File: config.mk
export PLATFORM = sky130hd
export DESIGN_NAME = muldiv_unit
export DESIGN_NICKNAME = d
export VERILOG_FILES = /design/src/rtl/muldiv_unit.sv
export SDC_FILE = /design/constraint.sdc
export NUM_CORES = 2
export LEC_CHECK = 0
export CORE_ASPECT_RATIO = 1.1
export CORE_MARGIN = 2
export CORE_UTILIZATION = 45
export DETAILED_ROUTE_END_ITERATION = 7
export GPL_ROUTABILITY_DRIVEN = 0
export PLACE_DENSITY = 0.61
export SLEW_MARGIN = 40
export SYNTH_ARGS = -nofsm -noshare
export SYNTH_HDL_FRONTEND = slang
export SYNTH_SLANG_ARGS = --single-unit
export TNS_END_PERCENT = 100
File: constraint.sdc
create_clock -name clk -period 10.95 [get_ports clk]
set_input_delay 2.7375 -clock clk [delete_from_list [all_inputs] [get_ports clk]]
set_output_delay 2.7375 -clock clk [all_outputs]
set_load 0.05 [all_outputs]
File: src/rtl/muldiv_unit.sv
// HI/LO producer for MULT/MULTU/DIV/DIVU/MTHI/MTLO.
// Two-cycle multiply, 32-iteration restoring divide, single-cycle write pulse.
module muldiv_unit #(
  parameter int DIV_ITERS = 32
) (
  input  logic        clk,
  input  logic        rst,
  input  logic        start,
  input  logic [2:0]  op,
  input  logic [31:0] src_a,
  input  logic [31:0] src_b,
  input  logic        flush,
  output logic        busy,
  output logic [1:0]  hilo_we,
  output logic [31:0] hi_out,
  output logic [31:0] lo_out
);

  typedef enum logic [1:0] {IDLE, MUL, DIV, WB} state_t;

  state_t      state, state_nx;
  logic [4:0]  cnt;
  logic [31:0] a_q, b_q, rem, quo;
  logic        sgn, sign_q, sign_r, dz;

  logic        go, is_mul, is_div, is_mthi, is_mtlo, last;
  logic [1:0]  we_nx;
  logic [31:0] hi_nx, lo_nx;
  logic [63:0] prod;
  logic [32:0] rem_sh, diff;
  logic        ge;
  logic [31:0] rem_nx, quo_nx;

  assign go      = start && !flush;
  assign is_mul  = (op == 3'b001) || (op == 3'b010);
  assign is_div  = (op == 3'b011) || (op == 3'b100);
  assign is_mthi = (op == 3'b101);
  assign is_mtlo = (op == 3'b110);
  assign last    = (cnt == 5'(DIV_ITERS - 1));

  assign busy = (state == MUL) || (state == DIV) ||
                (state == IDLE && go && (is_mul || is_div));

  // Sign-extend only for MULT; the low 64 bits are then exact either way.
  assign prod = {{32{sgn & a_q[31]}}, a_q} * {{32{sgn & b_q[31]}}, b_q};

  assign rem_sh = {rem, quo[31]};
  assign diff   = rem_sh - {1'b0, b_q};
  assign ge     = !diff[32];
  assign rem_nx = ge ? diff[31:0] : rem_sh[31:0];
  assign quo_nx = {quo[30:0], ge};

  always_comb begin
    state_nx = state;
    we_nx    = 2'b00;
    hi_nx    = hi_out;
    lo_nx    = lo_out;
    unique case (state)
      IDLE: begin
        if (go) begin
          unique case (1'b1)
            is_mul:  state_nx = MUL;
            is_div:  state_nx = DIV;
            is_mthi: begin
              we_nx = 2'b10;
              hi_nx = src_a;
            end
            is_mtlo: begin
              we_nx = 2'b01;
              lo_nx = src_a;
            end
            default: ;
          endcase
        end
      end
      MUL: begin
        if (flush) begin
          state_nx = IDLE;
        end else begin
          state_nx = WB;
          we_nx    = 2'b11;
          hi_nx    = prod[63:32];
          lo_nx    = prod[31:0];
        end
      end
      DIV: begin
        if (flush) begin
          state_nx = IDLE;
        end else if (last) begin
          state_nx = WB;
          we_nx    = 2'b11;
          if (dz) begin
            hi_nx = a_q;
            lo_nx = 32'hFFFF_FFFF;
          end else begin
            hi_nx = sign_r ? -rem_nx : rem_nx;
            lo_nx = sign_q ? -quo_nx : quo_nx;
          end
        end
      end
      WB:      state_nx = IDLE;
      default: state_nx = IDLE;
    endcase
  end

  always_ff @(posedge clk) begin
    if (rst) begin
      state   <= IDLE;
      hilo_we <= 2'b00;
      hi_out  <= '0;
      lo_out  <= '0;
      cnt     <= '0;
      a_q     <= '0;
      b_q     <= '0;
      rem     <= '0;
      quo     <= '0;
      sgn     <= 1'b0;
      sign_q  <= 1'b0;
      sign_r  <= 1'b0;
      dz      <= 1'b0;
    end else begin
      state   <= state_nx;
      hilo_we <= we_nx;
      hi_out  <= hi_nx;
      lo_out  <= lo_nx;
      if (state == IDLE && go && is_mul) begin
        a_q <= src_a;
        b_q <= src_b;
        sgn <= (op == 3'b001);
      end
      if (state == IDLE && go && is_div) begin
        sgn    <= (op == 3'b011);
        a_q    <= src_a;
        quo    <= (op == 3'b011 && src_a[31]) ? -src_a : src_a;
        b_q    <= (op == 3'b011 && src_b[31]) ? -src_b : src_b;
        sign_q <= (op == 3'b011) && (src_a[31] ^ src_b[31]);
        sign_r <= (op == 3'b011) && src_a[31];
        dz     <= (src_b == 32'd0);
        rem    <= '0;
        cnt    <= '0;
      end
      if (state == DIV) begin
        if (flush) begin
          cnt <= '0;
        end else begin
          rem <= rem_nx;
          quo <= quo_nx;
          cnt <= last ? 5'd0 : cnt + 5'd1;
        end
      end
    end
  end

endmodule

# Yosys cells after proc, flatten, opt, wreduce, memory -nomap -nowiden
# Index checks and enable logic that the tools add are counted.
dict set report word_totals {
  reg_bits 205
  latchBits 0
  ramBits 0
  rom_bits 0
  input_bits 71
  output_inout_bits 67
  wordCells 110
  memories 0
}
dict set report op_classes {
  add_sub_neg 6
  mul 1
  n_div 0
  n_lt_le_gt_ge 0
  n_eq_ne 18
  n_shift 0
  mux 46
  bitwise_logic 3
  reduce_logical 23
}
# operator n
set ops {}
lappend ops {{32-bit 2-to-1 mux} 27}
lappend ops {{32-bit case mux with 3 select lines} 2}
lappend ops {{32-bit negation} 4}
lappend ops {{33-bit by 33-bit multiplier with 64-bit output} 1}
lappend ops {{33-bit by 32-bit subtractor with 33-bit output} 1}
lappend ops {{32-bit logical NOT} 1}
lappend ops {{5-bit 2-to-1 mux} 4}
lappend ops {{2-bit 2-to-1 mux} 7}
lappend ops {{2-bit inequality test, second input constant} 6}
lappend ops {{6-bit AND reduction} 2}
lappend ops {{3-bit == test, second input constant} 3}
lappend ops {{1-bit logical AND} 8}
lappend ops {{2-bit case mux with 2 select lines} 2}
lappend ops {{2-bit case mux with 4 select lines} 1}
lappend ops {{3-bit by 2-bit == test with 1-bit output, second input constant} 2}
lappend ops {{3-bit inequality test, second input constant} 2}
lappend ops {{2-bit case mux with 3 select lines} 1}
lappend ops {{5-bit by 1-bit adder with 5-bit output, second input constant} 1}
lappend ops {{5-bit == test, second input constant} 1}
lappend ops {{1-bit logical OR} 5}
lappend ops {{2-bit == test, second input constant} 2}
lappend ops {{2-bit nonzero test} 2}
lappend ops {{3-bit by 1-bit == test with 1-bit output, second input constant} 1}
lappend ops {{3-bit AND reduction} 1}
lappend ops {{other kinds (7)} 10}

# Logic depth before layout (Yosys ltp)
dict set report logic_depth {
  word_depth 8
  depth_mapped 33
  depth_no_buf 31
}

# Worst setup path before layout
# OpenSTA, ideal clock, no wires.
dict set report synth_path {
  path_type {register to register}
  startpoint {register a_q[31]}
  endpoint {register hi_out[30]}
  arrival_time_ns 8.375
  slack_ns 2.458
  stages_incl_launch_ff 33
  n_path_buf 3
  cell_sequence {dfxtp_1 clkbuf_1 and2_1 clkbuf_1 nand2_1 inv_1 fa_1 inv_1 fa_1 inv_1 fa_1 fa_1 inv_1 fa_1 inv_1 fa_1 inv_1 fa_1 fa_1 inv_1 ha_1 clkbuf_1 nand2_1 and4b_1 a211oi_1 o41a_1 a31o_2 a21oi_1 nor3b_1 o31ai_1 xor2_1 a221o_1 o2bb2ai_1}
}
dict set report synth_via {
  elab_chain_cells 4
}
# element line_no
set synth_rtl {}
lappend synth_rtl {{start, declared} 23} ;# logic [31:0] a_q, b_q, rem, quo;
lappend synth_rtl {{start signal, assigned} 127} ;# a_q <= src_a;
lappend synth_rtl {{start signal, assigned} 133} ;# a_q <= src_a;
lappend synth_rtl {{1-bit AND} 45} ;# assign prod = {{32{sgn & a_q[31]}}, a_q} * {{32{sgn & b_q[31]}}, b_q};
lappend synth_rtl {{33-bit by 33-bit multiplier with 64-bit output *} 45}
lappend synth_rtl {{32-bit 2-to-1 mux *} 77} ;# if (flush) begin
lappend synth_rtl {{32-bit case mux with 3 select lines *} 58} ;# unique case (state)
lappend synth_rtl {{end signal, assigned} 124} ;# hi_out <= hi_nx;
lappend synth_rtl {{end, declared} 15} ;# output logic [31:0] hi_out,
# Every way passes the cells marked *; elsewhere a longest branch is shown, timed or not. The select of a mux whose other input is x is not followed.
# A chain may end at the register's enable or synchronous reset.

# Worst setup path after layout
dict set report layout_path {
  startpoint {register sgn}
  endpoint {register hi_out[30]}
}
dict set report layout_via {
  elab_chain_cells 4
  word_cells_on_any_way 5
}
# element line_no
set layout_rtl {}
lappend layout_rtl {{start, declared} 24} ;# logic sgn, sign_q, sign_r, dz;
lappend layout_rtl {{start signal, assigned} 129} ;# sgn <= (op == 3'b001);
lappend layout_rtl {{start signal, assigned} 132} ;# sgn <= (op == 3'b011);
lappend layout_rtl {{1-bit AND} 45}
lappend layout_rtl {{33-bit by 33-bit multiplier with 64-bit output *} 45}
lappend layout_rtl {{32-bit 2-to-1 mux *} 77}
lappend layout_rtl {{32-bit case mux with 3 select lines *} 58}
# Marks and branches as above.

==> impl_metrics.env <==
export IMPL_required_ps=11450
export IMPL_slew_headroom_pct=39.09
export IMPL_die_area_um2=119600
export IMPL_synth_cell_types=99
export IMPL_hpwl_um=139600
export IMPL_crit_path_start_kind="flop"
export IMPL_synth_xor_area_share_pct=3.279
export IMPL_min_delay_start="lo_out[13]"
export IMPL_hold_viol=0
export IMPL_synth_top_family_by_area="adder cells"
export IMPL_synth_main_ff_cell="dfxtp_1"
export IMPL_grt_pass1_vias=44900
export IMPL_nFillCells=11180
export IMPL_grt_setup_unrepaired="false"
export IMPL_cts_buffer_depth=3
export IMPL_ctsHoldBuffers=0
export IMPL_yosys_warnings=0
export IMPL_final_cell_area_um2=56030
export IMPL_mappedNetlistArea_um2=52580
export IMPL_synth_enable_flop_cells=0
export IMPL_syn_avg_cell_area_um2=8.461
export IMPL_wl_um=175000
export IMPL_globalRoute_totalOverflow=0
export IMPL_cts_repair_resized=0
export IMPL_io_buffers=137
export IMPL_period_share_pct=87.49
export IMPL_synthTopCellsByCount="1192 x inv_1, 1126 x fa_1, 967 x nand2_1"
export IMPL_cts_tree="built"
export IMPL_rows=131
export IMPL_viasPerCell=5.701
export IMPL_layout_nets=7522
export IMPL_clkLatencyLatePin_ps=620
export IMPL_skew_ps=28.51
export IMPL_synth_top_area_cell="fa_1"
export IMPL_hold_path_class="reg -> reg"
export IMPL_routed_via_count=43460
export IMPL_outcome="complete, but fails checks"
export IMPL_core_area_um2=115900
export IMPL_cts_sinks=205
export IMPL_hold_depth=2
export IMPL_start_util_pct=45.37
export IMPL_root_buffer="clkbuf_16"
export IMPL_cts_buffers=26
export IMPL_min_to="lo_out[13]"
export IMPL_slowest_delay_ps=890
export IMPL_crit_top_cell="fa_1"
export IMPL_synthesis_nets=7665
export IMPL_synthMuxAreaShare_pct=0.8519
export IMPL_r2r_cells=28
export IMPL_grt_usage_pct=29.90
export IMPL_die_h_um=362.5
export IMPL_antenna_found_initial=7
export IMPL_cellPowerDensity_nw_per_um2=112.3
export IMPL_pin_count=138
export IMPL_drive_gt1_share_pct=3.875
export IMPL_clk_pin_slew_ps=80
export IMPL_multiInputGateArea_um2=42460
export IMPL_ys_seq_elements=205
export IMPL_h_tree_depth=1
export IMPL_tns_ps=0
export IMPL_violations="DRC"
export IMPL_grt_pass1_wl_um=272400
export IMPL_drc=1
export IMPL_placed_area_um2=55190
export IMPL_synth_most_common_cell="inv_1"
export IMPL_antenna_left=0
export IMPL_r2r_end="hi_out[30]"
export IMPL_power_uw=6289
export IMPL_yosysSeqAreaShare_pct=7.805
export IMPL_drt_iter0_drc=4298
export IMPL_leakage_uw=0.02569
export IMPL_critPathSlowestCell="fa_1"
export IMPL_clock_fmax_ghz=0.1044
export IMPL_synth_area_top_cells="fa_1 43%, inv_1 8.5%, dfxtp_1 7.8%, nand2_1 6.9%, ha_1 6.0%"
export IMPL_utilization_pct=48.35
export IMPL_synth_cells=6214
export IMPL_area_growth_pct=6.558
export IMPL_r2r_slack_ps=1370
export IMPL_synth_top_cell_area_share_pct=42.87
export IMPL_crit_arrival_ps=10080
export IMPL_setup_viol=0
export IMPL_seq_area_um2=4126
export IMPL_tightestPinTransition_ps=913.6
export IMPL_wl_per_cell_um=22.96
export IMPL_postCtsSetupRepairBufs=0
export IMPL_async_reset_ff_share_pct=0
export IMPL_peakVddDrop_mv=0.2982
export IMPL_drv_cap=0
export IMPL_crit_reg2reg_launch="sgn"
export IMPL_cp_max_fo=13
export IMPL_cp_end_kind="flop"
export IMPL_dr_pass1_iters=8
export IMPL_synthAdderAreaFrac_pct=48.92
export IMPL_die_w_um=329.9
export IMPL_critPathKind="reg -> reg"
export IMPL_grt_max_degree=73
export IMPL_synth_compound_area_share_pct=10.40
export IMPL_fin_crit_ps=9580
export IMPL_slew_violations=0
export IMPL_synthSimpleGateAreaFrac_pct=17.21
[critical path, delay by kind of cell, from the launching register on]
kind                       cells  cell delay [ps]
DFF                            1              330
AOI/OAI and AO/OA              6             1720
xor gates and xnor gates       1              140
buffers and inverters          7             1060
and+or+nand+nor                5             1450
adders and majority gates      9             4740
[cells in the final DEF (no fill, tap or decap), types with 10 or more instances in the layout]
cell,synthesis,routed
inv_1,1192,1191
fa_1,1126,1126
nand2_1,967,967
and2_1,350,349
nor2_1,323,322
ha_1,254,252
a21oi_1,232,232
dfxtp_1,205,187
o21ai_0,141,141
clkdlybuf4s50_1,0,136
xnor2_1,119,119
buf_4,2,103
xor2_1,76,76
nand3_1,67,66
a211oi_1,67,66
a31oi_1,55,55
nor3_1,40,40
mux2i_1,38,38
or3_1,38,38
and3_1,33,33
o211ai_1,32,32
a21o_1,32,32
nand2b_1,32,31
o31ai_1,30,30
o41ai_1,27,27
clkbuf_16,0,26
a221oi_1,24,24
nand4_1,23,23
a311oi_1,21,21
nor4_1,18,18
dfxtp_2,0,18
or2_2,17,16
o21a_1,16,16
nor2b_1,15,13
a221o_1,10,10
[power by group]
part           switching [uW]  total [uW]  internal, uW
registers                 225        1090           862
logic                    2950        4320          1370
clock network             408         887           479
total                    3580        6290          2710
[sequential cells by signal (all words and copies together), names as in the netlist, 2 cells and up]
| name | flops |
|---|---|
| rem | 32 |
| lo_out | 32 |
| hilo_we | 2 |
| quo | 32 |
| b_q | 32 |
| hi_out | 32 |
| state | 2 |
| cnt | 5 |
| a_q | 32 |
[per-layer routing]
layer	share of wire (%)	wire length (um)	vias up	global-route usage (%)
li1	-	-	18830	-
met1	40	70670	22280	40.46
met2	46	80020	1940	47.40
met3	8.5	14880	410	4.872
met4	5.4	9468	2	12.91
met5	0.0057	10	-	0
[through the flow]
step                hold slack [ps]  worst slack [ps]  instances
finish                        456.1              1370       7623
detailed placement            448.5              1431       7572
floorplan                     453.2              2458       6214
CTS                           456.4              1357       7619
global placement              444.8              1478       7572
global route                  479.1             864.1       7620
[kinds of logic after synthesis]
logic type	count (synthesis)
and+or+nand+nor	1968
AOI/OAI and AO/OA	813
DFF	205
xor gates and xnor gates	196
muxes	44
buffers and inverters	1608
adders and majority gates	1380
[how the worst max path moves through the flow]
stage / startpoint / end
6_report: sgn / hi_out[30]
5_1_grt: sgn / hi_out[30]
4_1_cts: sgn / hi_out[30]
3_5_place_dp: sgn / hi_out[30]
3_3_place_gp: a_q[31] / hi_out[30]
2_1_floorplan: a_q[31] / hi_out[30]
[cell type report]
| type | instances | area share (%) |
|---|---|---|
| multi-input cells | 4401 | 75.79 |
| inverters | 1193 | 7.993 |
| flip-flops and latches | 205 | 7.365 |
| repair buffers | 244 | 3.957 |
| well taps | 1529 | 3.415 |
| clock buffers | 37 | 1.271 |
| clock inverters | 10 | 0.1943 |
| diodes | 4 | 0.01787 |
(Power assumes the default switching activity.)
